## config.mk

```make
export PLATFORM = sky130hd
export DESIGN_NAME = rd_arbiter
export DESIGN_NICKNAME = d
export VERILOG_FILES = /design/src/rtl/rd_arbiter_pkg.sv /design/src/rtl/rd_arbiter_rr_pick.sv /design/src/rtl/rd_arbiter.sv
export SDC_FILE = /design/constraint.sdc
export NUM_CORES = 1
export LEC_CHECK = 0
export CAP_MARGIN = 30
export CORE_UTILIZATION = 40
export CTS_BUF_LIST = sky130_fd_sc_hd__clkbuf_8
export DETAILED_ROUTE_END_ITERATION = 8
export SKIP_LAST_GASP = 1
export SLEW_MARGIN = 20
export SYNTH_ARGS = -nofsm -noshare
export SYNTH_HDL_FRONTEND = slang
export SYNTH_SLANG_ARGS = --single-unit
```

## constraint.sdc

```tcl
create_clock -name sys_clk -period 2.7 [get_ports sys_clk]
set_input_delay 0.405 -clock sys_clk [delete_from_list [all_inputs] [get_ports sys_clk]]
set_output_delay 0.405 -clock sys_clk [all_outputs]
set_load 0.03 [all_outputs]
```

## src/rtl/rd_arbiter_pkg.sv

```systemverilog
// Shared definitions for the read-channel arbiter.
// Holds the tenure FSM encoding, the default arbiter sizing and the counter widths.
package rd_arbiter_pkg;

  // Tenure FSM encoding
  typedef enum logic [1:0] {
    StIdle    = 2'd0,
    StBusy    = 2'd1,
    StDrain   = 2'd2,
    StRelease = 2'd3
  } rd_state_e;

  // Default sizing
  localparam int unsigned NumMDefault      = 4;
  localparam int unsigned MaxOutsDefault   = 4;
  localparam int unsigned MaxBurstsDefault = 8;

  // Counter widths: out_cnt must hold MaxOuts, burst_cnt must hold MaxBursts
  localparam int unsigned OutCntW   = 3;
  localparam int unsigned BurstCntW = 4;

endpackage

```

## src/rtl/rd_arbiter_rr_pick.sv

```systemverilog
// Round-robin priority select.
// Combinational: returns the first set request bit at or above ptr, wrapping past
// NUM_REQ-1 back to 0.
//   req  in   NUM_REQ  request vector
//   ptr  in   IDX_W    highest-priority position
//   gnt  out  NUM_REQ  one-hot selection, all-zero when req is zero
//   idx  out  IDX_W    binary index of the selection, 0 when req is zero
module rr_pick #(
  parameter int unsigned NUM_REQ = 4,
  parameter int unsigned IDX_W   = 2
) (
  input  logic [NUM_REQ-1:0] req,
  input  logic [IDX_W-1:0]   ptr,
  output logic [NUM_REQ-1:0] gnt,
  output logic [IDX_W-1:0]   idx
);

  always_comb begin
    logic        found;
    int unsigned pos;
    gnt   = '0;
    idx   = '0;
    found = 1'b0;
    pos   = 0;
    for (int unsigned off = 0; off < NUM_REQ; off++) begin
      pos = (32'(ptr) + off) % NUM_REQ;
      if (!found && req[pos[IDX_W-1:0]]) begin
        found                 = 1'b1;
        gnt[pos[IDX_W-1:0]]   = 1'b1;
        idx                   = pos[IDX_W-1:0];
      end
    end
  end

endmodule

```

## src/rtl/rd_arbiter.sv

```systemverilog
// Read-channel request arbiter.
// Grants one master by round robin, holds the grant while its reads are outstanding,
// and pulses rd_state_refre at the end of the tenure to clear the downstream address
// register stage.
//   sys_clk, sys_rstn   clock, asynchronous active-low reset
//   s_arvalid           per-master AR valid
//   m_arready           AR ready from the selected slave
//   s_rready            R ready of the granted master
//   m_rvalid, m_rlast   R valid/last from the selected slave
//   rd_reg_flag         downstream stage already has more than one burst outstanding
//   rd_grant            one-hot grant (zero when idle)
//   rd_grant_idx        binary index of the grant
//   rd_grant_vld        grant active
//   ar_gate             lets the granted s_arvalid through to the slave
//   rd_state_refre      one-cycle end-of-tenure pulse
module rd_arbiter
  import rd_arbiter_pkg::*;
#(
  parameter int unsigned NUM_M      = NumMDefault,
  parameter int unsigned IDX_W      = 2,
  parameter int unsigned MAX_OUTS   = MaxOutsDefault,
  parameter int unsigned MAX_BURSTS = MaxBurstsDefault
) (
  input  logic             sys_clk,
  input  logic             sys_rstn,
  input  logic [NUM_M-1:0] s_arvalid,
  input  logic             m_arready,
  input  logic             s_rready,
  input  logic             m_rvalid,
  input  logic             m_rlast,
  input  logic             rd_reg_flag,
  output logic [NUM_M-1:0] rd_grant,
  output logic [IDX_W-1:0] rd_grant_idx,
  output logic             rd_grant_vld,
  output logic             ar_gate,
  output logic             rd_state_refre
);

  localparam logic [OutCntW-1:0]   MaxOutsC   = OutCntW'(MAX_OUTS);
  localparam logic [BurstCntW-1:0] MaxBurstsC = BurstCntW'(MAX_BURSTS);
  localparam logic [IDX_W-1:0]     LastIdx    = IDX_W'(NUM_M - 1);

  rd_state_e             state_q;
  logic [OutCntW-1:0]    out_cnt_q, out_cnt_d;
  logic [BurstCntW-1:0]  burst_cnt_q, burst_cnt_d;
  logic [IDX_W-1:0]      rr_ptr_q;

  logic [NUM_M-1:0]      pick_gnt;
  logic [IDX_W-1:0]      pick_idx;
  logic                  ar_hs, r_done, r_dec, tenure_end;

  rr_pick #(
    .NUM_REQ (NUM_M),
    .IDX_W   (IDX_W)
  ) u_rr_pick (
    .req (s_arvalid),
    .ptr (rr_ptr_q),
    .gnt (pick_gnt),
    .idx (pick_idx)
  );

  always_comb begin
    ar_gate = (state_q == StBusy) & ~rd_reg_flag & (out_cnt_q < MaxOutsC) &
              (burst_cnt_q < MaxBurstsC);
    ar_hs   = s_arvalid[rd_grant_idx] & ar_gate & m_arready & rd_grant_vld;
    r_done  = m_rvalid & s_rready & m_rlast & rd_grant_vld;
    // An rlast with nothing outstanding is a protocol error; never underflow.
    r_dec   = r_done & (out_cnt_q != '0);

    out_cnt_d = out_cnt_q;
    if (ar_hs && !r_dec) begin
      if (out_cnt_q != MaxOutsC) out_cnt_d = out_cnt_q + 1'b1;
    end else if (!ar_hs && r_dec) begin
      out_cnt_d = out_cnt_q - 1'b1;
    end

    burst_cnt_d = burst_cnt_q;
    if (ar_hs && (burst_cnt_q != MaxBurstsC)) burst_cnt_d = burst_cnt_q + 1'b1;

    // Master stopped requesting, or it has used up its fairness budget.
    tenure_end = ~s_arvalid[rd_grant_idx] | (burst_cnt_q == MaxBurstsC);
  end

  always_ff @(posedge sys_clk or negedge sys_rstn) begin
    if (!sys_rstn) begin
      state_q        <= StIdle;
      rr_ptr_q       <= '0;
      out_cnt_q      <= '0;
      burst_cnt_q    <= '0;
      rd_grant       <= '0;
      rd_grant_idx   <= '0;
      rd_grant_vld   <= 1'b0;
      rd_state_refre <= 1'b0;
    end else begin
      case (state_q)
        StIdle: begin
          if (|s_arvalid) begin
            rd_grant     <= pick_gnt;
            rd_grant_idx <= pick_idx;
            rd_grant_vld <= 1'b1;
            out_cnt_q    <= '0;
            burst_cnt_q  <= '0;
            state_q      <= StBusy;
          end
        end
        StBusy: begin
          out_cnt_q   <= out_cnt_d;
          burst_cnt_q <= burst_cnt_d;
          if (tenure_end) begin
            if (out_cnt_d == '0) begin
              state_q        <= StRelease;
              rd_state_refre <= 1'b1;
            end else begin
              state_q <= StDrain;
            end
          end
        end
        StDrain: begin
          out_cnt_q <= out_cnt_d;
          if (out_cnt_d == '0) begin
            state_q        <= StRelease;
            rd_state_refre <= 1'b1;
          end
        end
        StRelease: begin
          rd_state_refre <= 1'b0;
          rd_grant       <= '0;
          rd_grant_idx   <= '0;
          rd_grant_vld   <= 1'b0;
          rr_ptr_q       <= (rd_grant_idx == LastIdx) ? '0 : rd_grant_idx + 1'b1;
          state_q        <= StIdle;
        end
        default: state_q <= StIdle;
      endcase
    end
  end

  // R completion with no read outstanding.
  a_no_r_underflow : assert property (@(posedge sys_clk) disable iff (!sys_rstn)
    !(r_done && (out_cnt_q == '0)));

  // Grant vector always matches the index/valid pair.
  a_grant_onehot : assert property (@(posedge sys_clk) disable iff (!sys_rstn)
    rd_grant == (rd_grant_vld ? (NUM_M'(1) << rd_grant_idx) : '0));

endmodule

```

==> results of run 1 <==
## sequential cells by signal, indices dropped and copies added, names as in the netlist
register	count
burst_cnt_q	4
out_cnt_q	3
rd_grant	4
rd_grant_idx	2
rd_grant_vld	1
rd_state_refre	1
rr_ptr_q	2
state_q	2
## cells in the final DEF (no fill, tap or decap), types with 3 or more instances in the layout
| cell type | count |
|---|---|
| a21oi_1 | 8 |
| a22oi_1 | 3 |
| a31oi_1 | 3 |
| a32o_1 | 3 |
| a32oi_1 | 4 |
| buf_4 | 12 |
| clkbuf_8 | 3 |
| clkdlybuf4s50_1 | 19 |
| dfrtp_1 | 19 |
| ha_1 | 17 |
| inv_1 | 12 |
| mux4_1 | 3 |
| nand2_1 | 26 |
| nand2b_1 | 3 |
| nand3_1 | 4 |
| nor2_1 | 16 |
| nor2b_1 | 3 |
| nor3_1 | 3 |
| o21ai_0 | 10 |
## final cells by class
type | count | area share
clock buffers | 3 | 0.0201
multi-input cells | 147 | 0.546
inverters | 12 | 0.0220
well taps | 50 | 0.0305
repair buffers | 33 | 0.147
flip-flops and latches | 19 | 0.232
clock inverters | 1 | 0.00244
## synth_stat cells (2+ instances only)
master and number:
a21oi_1 8, a22o_1 2, a22oi_1 3, a31oi_1 3, a32o_1 3, a32oi_1 4
and2_1 2, and4_1 2, buf_2 2, clkbuf_1 4, dfrtp_1 19, ha_1 17
inv_1 12, mux2i_1 2, mux4_1 3, nand2_1 26, nand2b_1 3, nand3_1 4
nand4_1 2, nor2_1 16, nor2b_1 3, nor3_1 3, o21ai_0 11, o22ai_1 2
o311ai_0 2
## what timing repair did
item,CTS,global route
setup buffers,0,0
resized for setup,0,1
setup endpoints to repair,0,6
## cell families after synthesis
group	share of synthesized area
fa+ha+maj	0.127
compound gates	0.223
xor+xnor	0.0216
buf+inv	0.0506
simple gates	0.217
flops	0.283
mux	0.0789
## metal layers
metal | vias to the layer above | GRT usage | routed length [um]
met5 | - | 0 | 0
met4 | 0 | 0.0745 | 50
li1 | 743 | - | -
met2 | 44 | 0.295 | 1720
met1 | 699 | 0.278 | 1970
met3 | 5 | 0.0223 | 158
## power breakdown
| group | switching [mW] | total [mW] | internal, mW |
|---|---|---|---|
| combinational | 0.0281 | 0.0583 | 0.0301 |
| clock | 0.0975 | 0.200 | 0.103 |
| sequential | 0 | 0.284 | 0.284 |
## path summary, 6_finish.rpt
path                            slack (ps)   startpoint          end  cells past startpoint
max in group asynchronous             1970     sys_rstn  rr_ptr_q[0]                      2
min in group sys_clk                   500  rd_grant[3]  rd_grant[3]                      2
worst max-delay path                   250   state_q[1]   state_q[1]                      9
worst min-delay path                   360     sys_rstn  rd_grant[1]                      1
worst max register to register         250   state_q[1]   state_q[1]                      9
worst min register to register         500  rd_grant[3]  rd_grant[3]                      2
## stage by stage
stage	power, mW	util	instance area (sq um)	setup slack [ps]
floorplan	0.314	-	1680	68.0
global placement	0.345	0.492	1980	56.8
detailed placement	0.347	0.493	1990	18.5
CTS	0.549	0.505	2030	143
global route	0.577	0.509	2050	83.6
finish	0.543	0.509	2050	247
## critical path, stage by stage, from the launching register on
cell and delay, ps:
dfrtp_1 450, inv_1 130, ha_1 210, nor4b_4 270, nand4_1 180, buf_4 180, a31oi_1 240, and2_1 270
nor2_1 70, a2111o_1 330
==> metrics.txt, run 1 <==
Clock Skew 3.36 ps; max frequency 0.408 GHz; register area share after synthesis 0.283; clock sinks 19; fin crit share 0.908; final hold violations 0; Yosys cell types 53; DP HPWL 3030 um; EDFF count, synth 0; most area-consuming cells after synthesis dfrtp_1, ha_1, nand2_1, mux4_1, nor2_1; core area 4030 sq um; io pins 20; Port Buf Inserts 19; pin count of the biggest net entering global routing 20; critical path launch point type flop; level count of the clock H-tree 1; final wirelength 3900 um; CTS tree built; number of global-route vias before repair 1,405; layout cell share with drive strength beyond 1 0.121; Mapped Cells 186; number of clock buffers inserted by TritonCTS 3; FILL cells 384; crit path DAT 2600 ps; Final setup viols 0; Slew Viols, Final 0; drt initial violations 70; RSZ-0062 raised after global routing no; hold buffers post-CTS 0; max-cap viol count 0; Avg WL per Cell 14.7 um; ANT cells 0; Leak 0.881 nW; GPL Wtd Cong 0.781; Syn Std Cell Area 1680 sq um; Worst-Skew Late Latency 260 ps; Synth area leader dfrtp_1; first-pass GRT wire length 6550 um; top-area cell type share of the netlist area 0.283; CTS max path bufs 2; area occupied by multi-input gates 1120 sq um; Primary FF master, synth dfrtp_1; critical path class flop to flop; placed cells 260; Die Area 4460 sq um; Tmin final 2450 ps; initial cell density of the core 0.417; Synthesized Nets 214; vias per inst 5.63; Root Buffer clkbuf_8; Reg area 475 sq um; antenna-violating nets left 0; area growth from synthesis to layout 22.0%; Die Wd 66.8 um; Worst-Margin Slew 562 ps; VDD IR max 0.124 mV; DR vias 1,491; min-delay worst type input port to async pin; num rows 23; FFs w/ async S/R, synth 1.00; Die H 66.8 um; Yosys warning total 0; initial antenna violation count 0; Layout Cells excl Fill 265; Worst Setup End Kind flop; Power per Cell Area 265 nW/um^2; Yosys reg bits 19; worst-path fanout max 6; grt ovf 0; clock transition at the registers of the reported paths 70 ps; final setup TNS 0 ps; synthesized area per cell 9.03 sq um; DR pass1 iterations 4; Max-slew headroom 0.622; GRT Total Usage 0.194; DRC Markers 0; outcome finished, final reports clean; CP required 2840 ps; Fin Hold WS 360 ps; layout net count 244
Power figures use the tool's default switching activity.
==> inputs of run 2 (changes only) <==
--- a/config.mk
+++ b/config.mk
@@ -8,6 +8,7 @@
 export CAP_MARGIN = 30
 export CORE_UTILIZATION = 40
 export CTS_BUF_LIST = sky130_fd_sc_hd__clkbuf_8
+export CTS_CLUSTER_DIAMETER = 30
 export DETAILED_ROUTE_END_ITERATION = 8
 export SKIP_LAST_GASP = 1
 export SLEW_MARGIN = 20
==> results of run 2 <==
The final DEF is identical to that of run 1; final timing and power are the same.
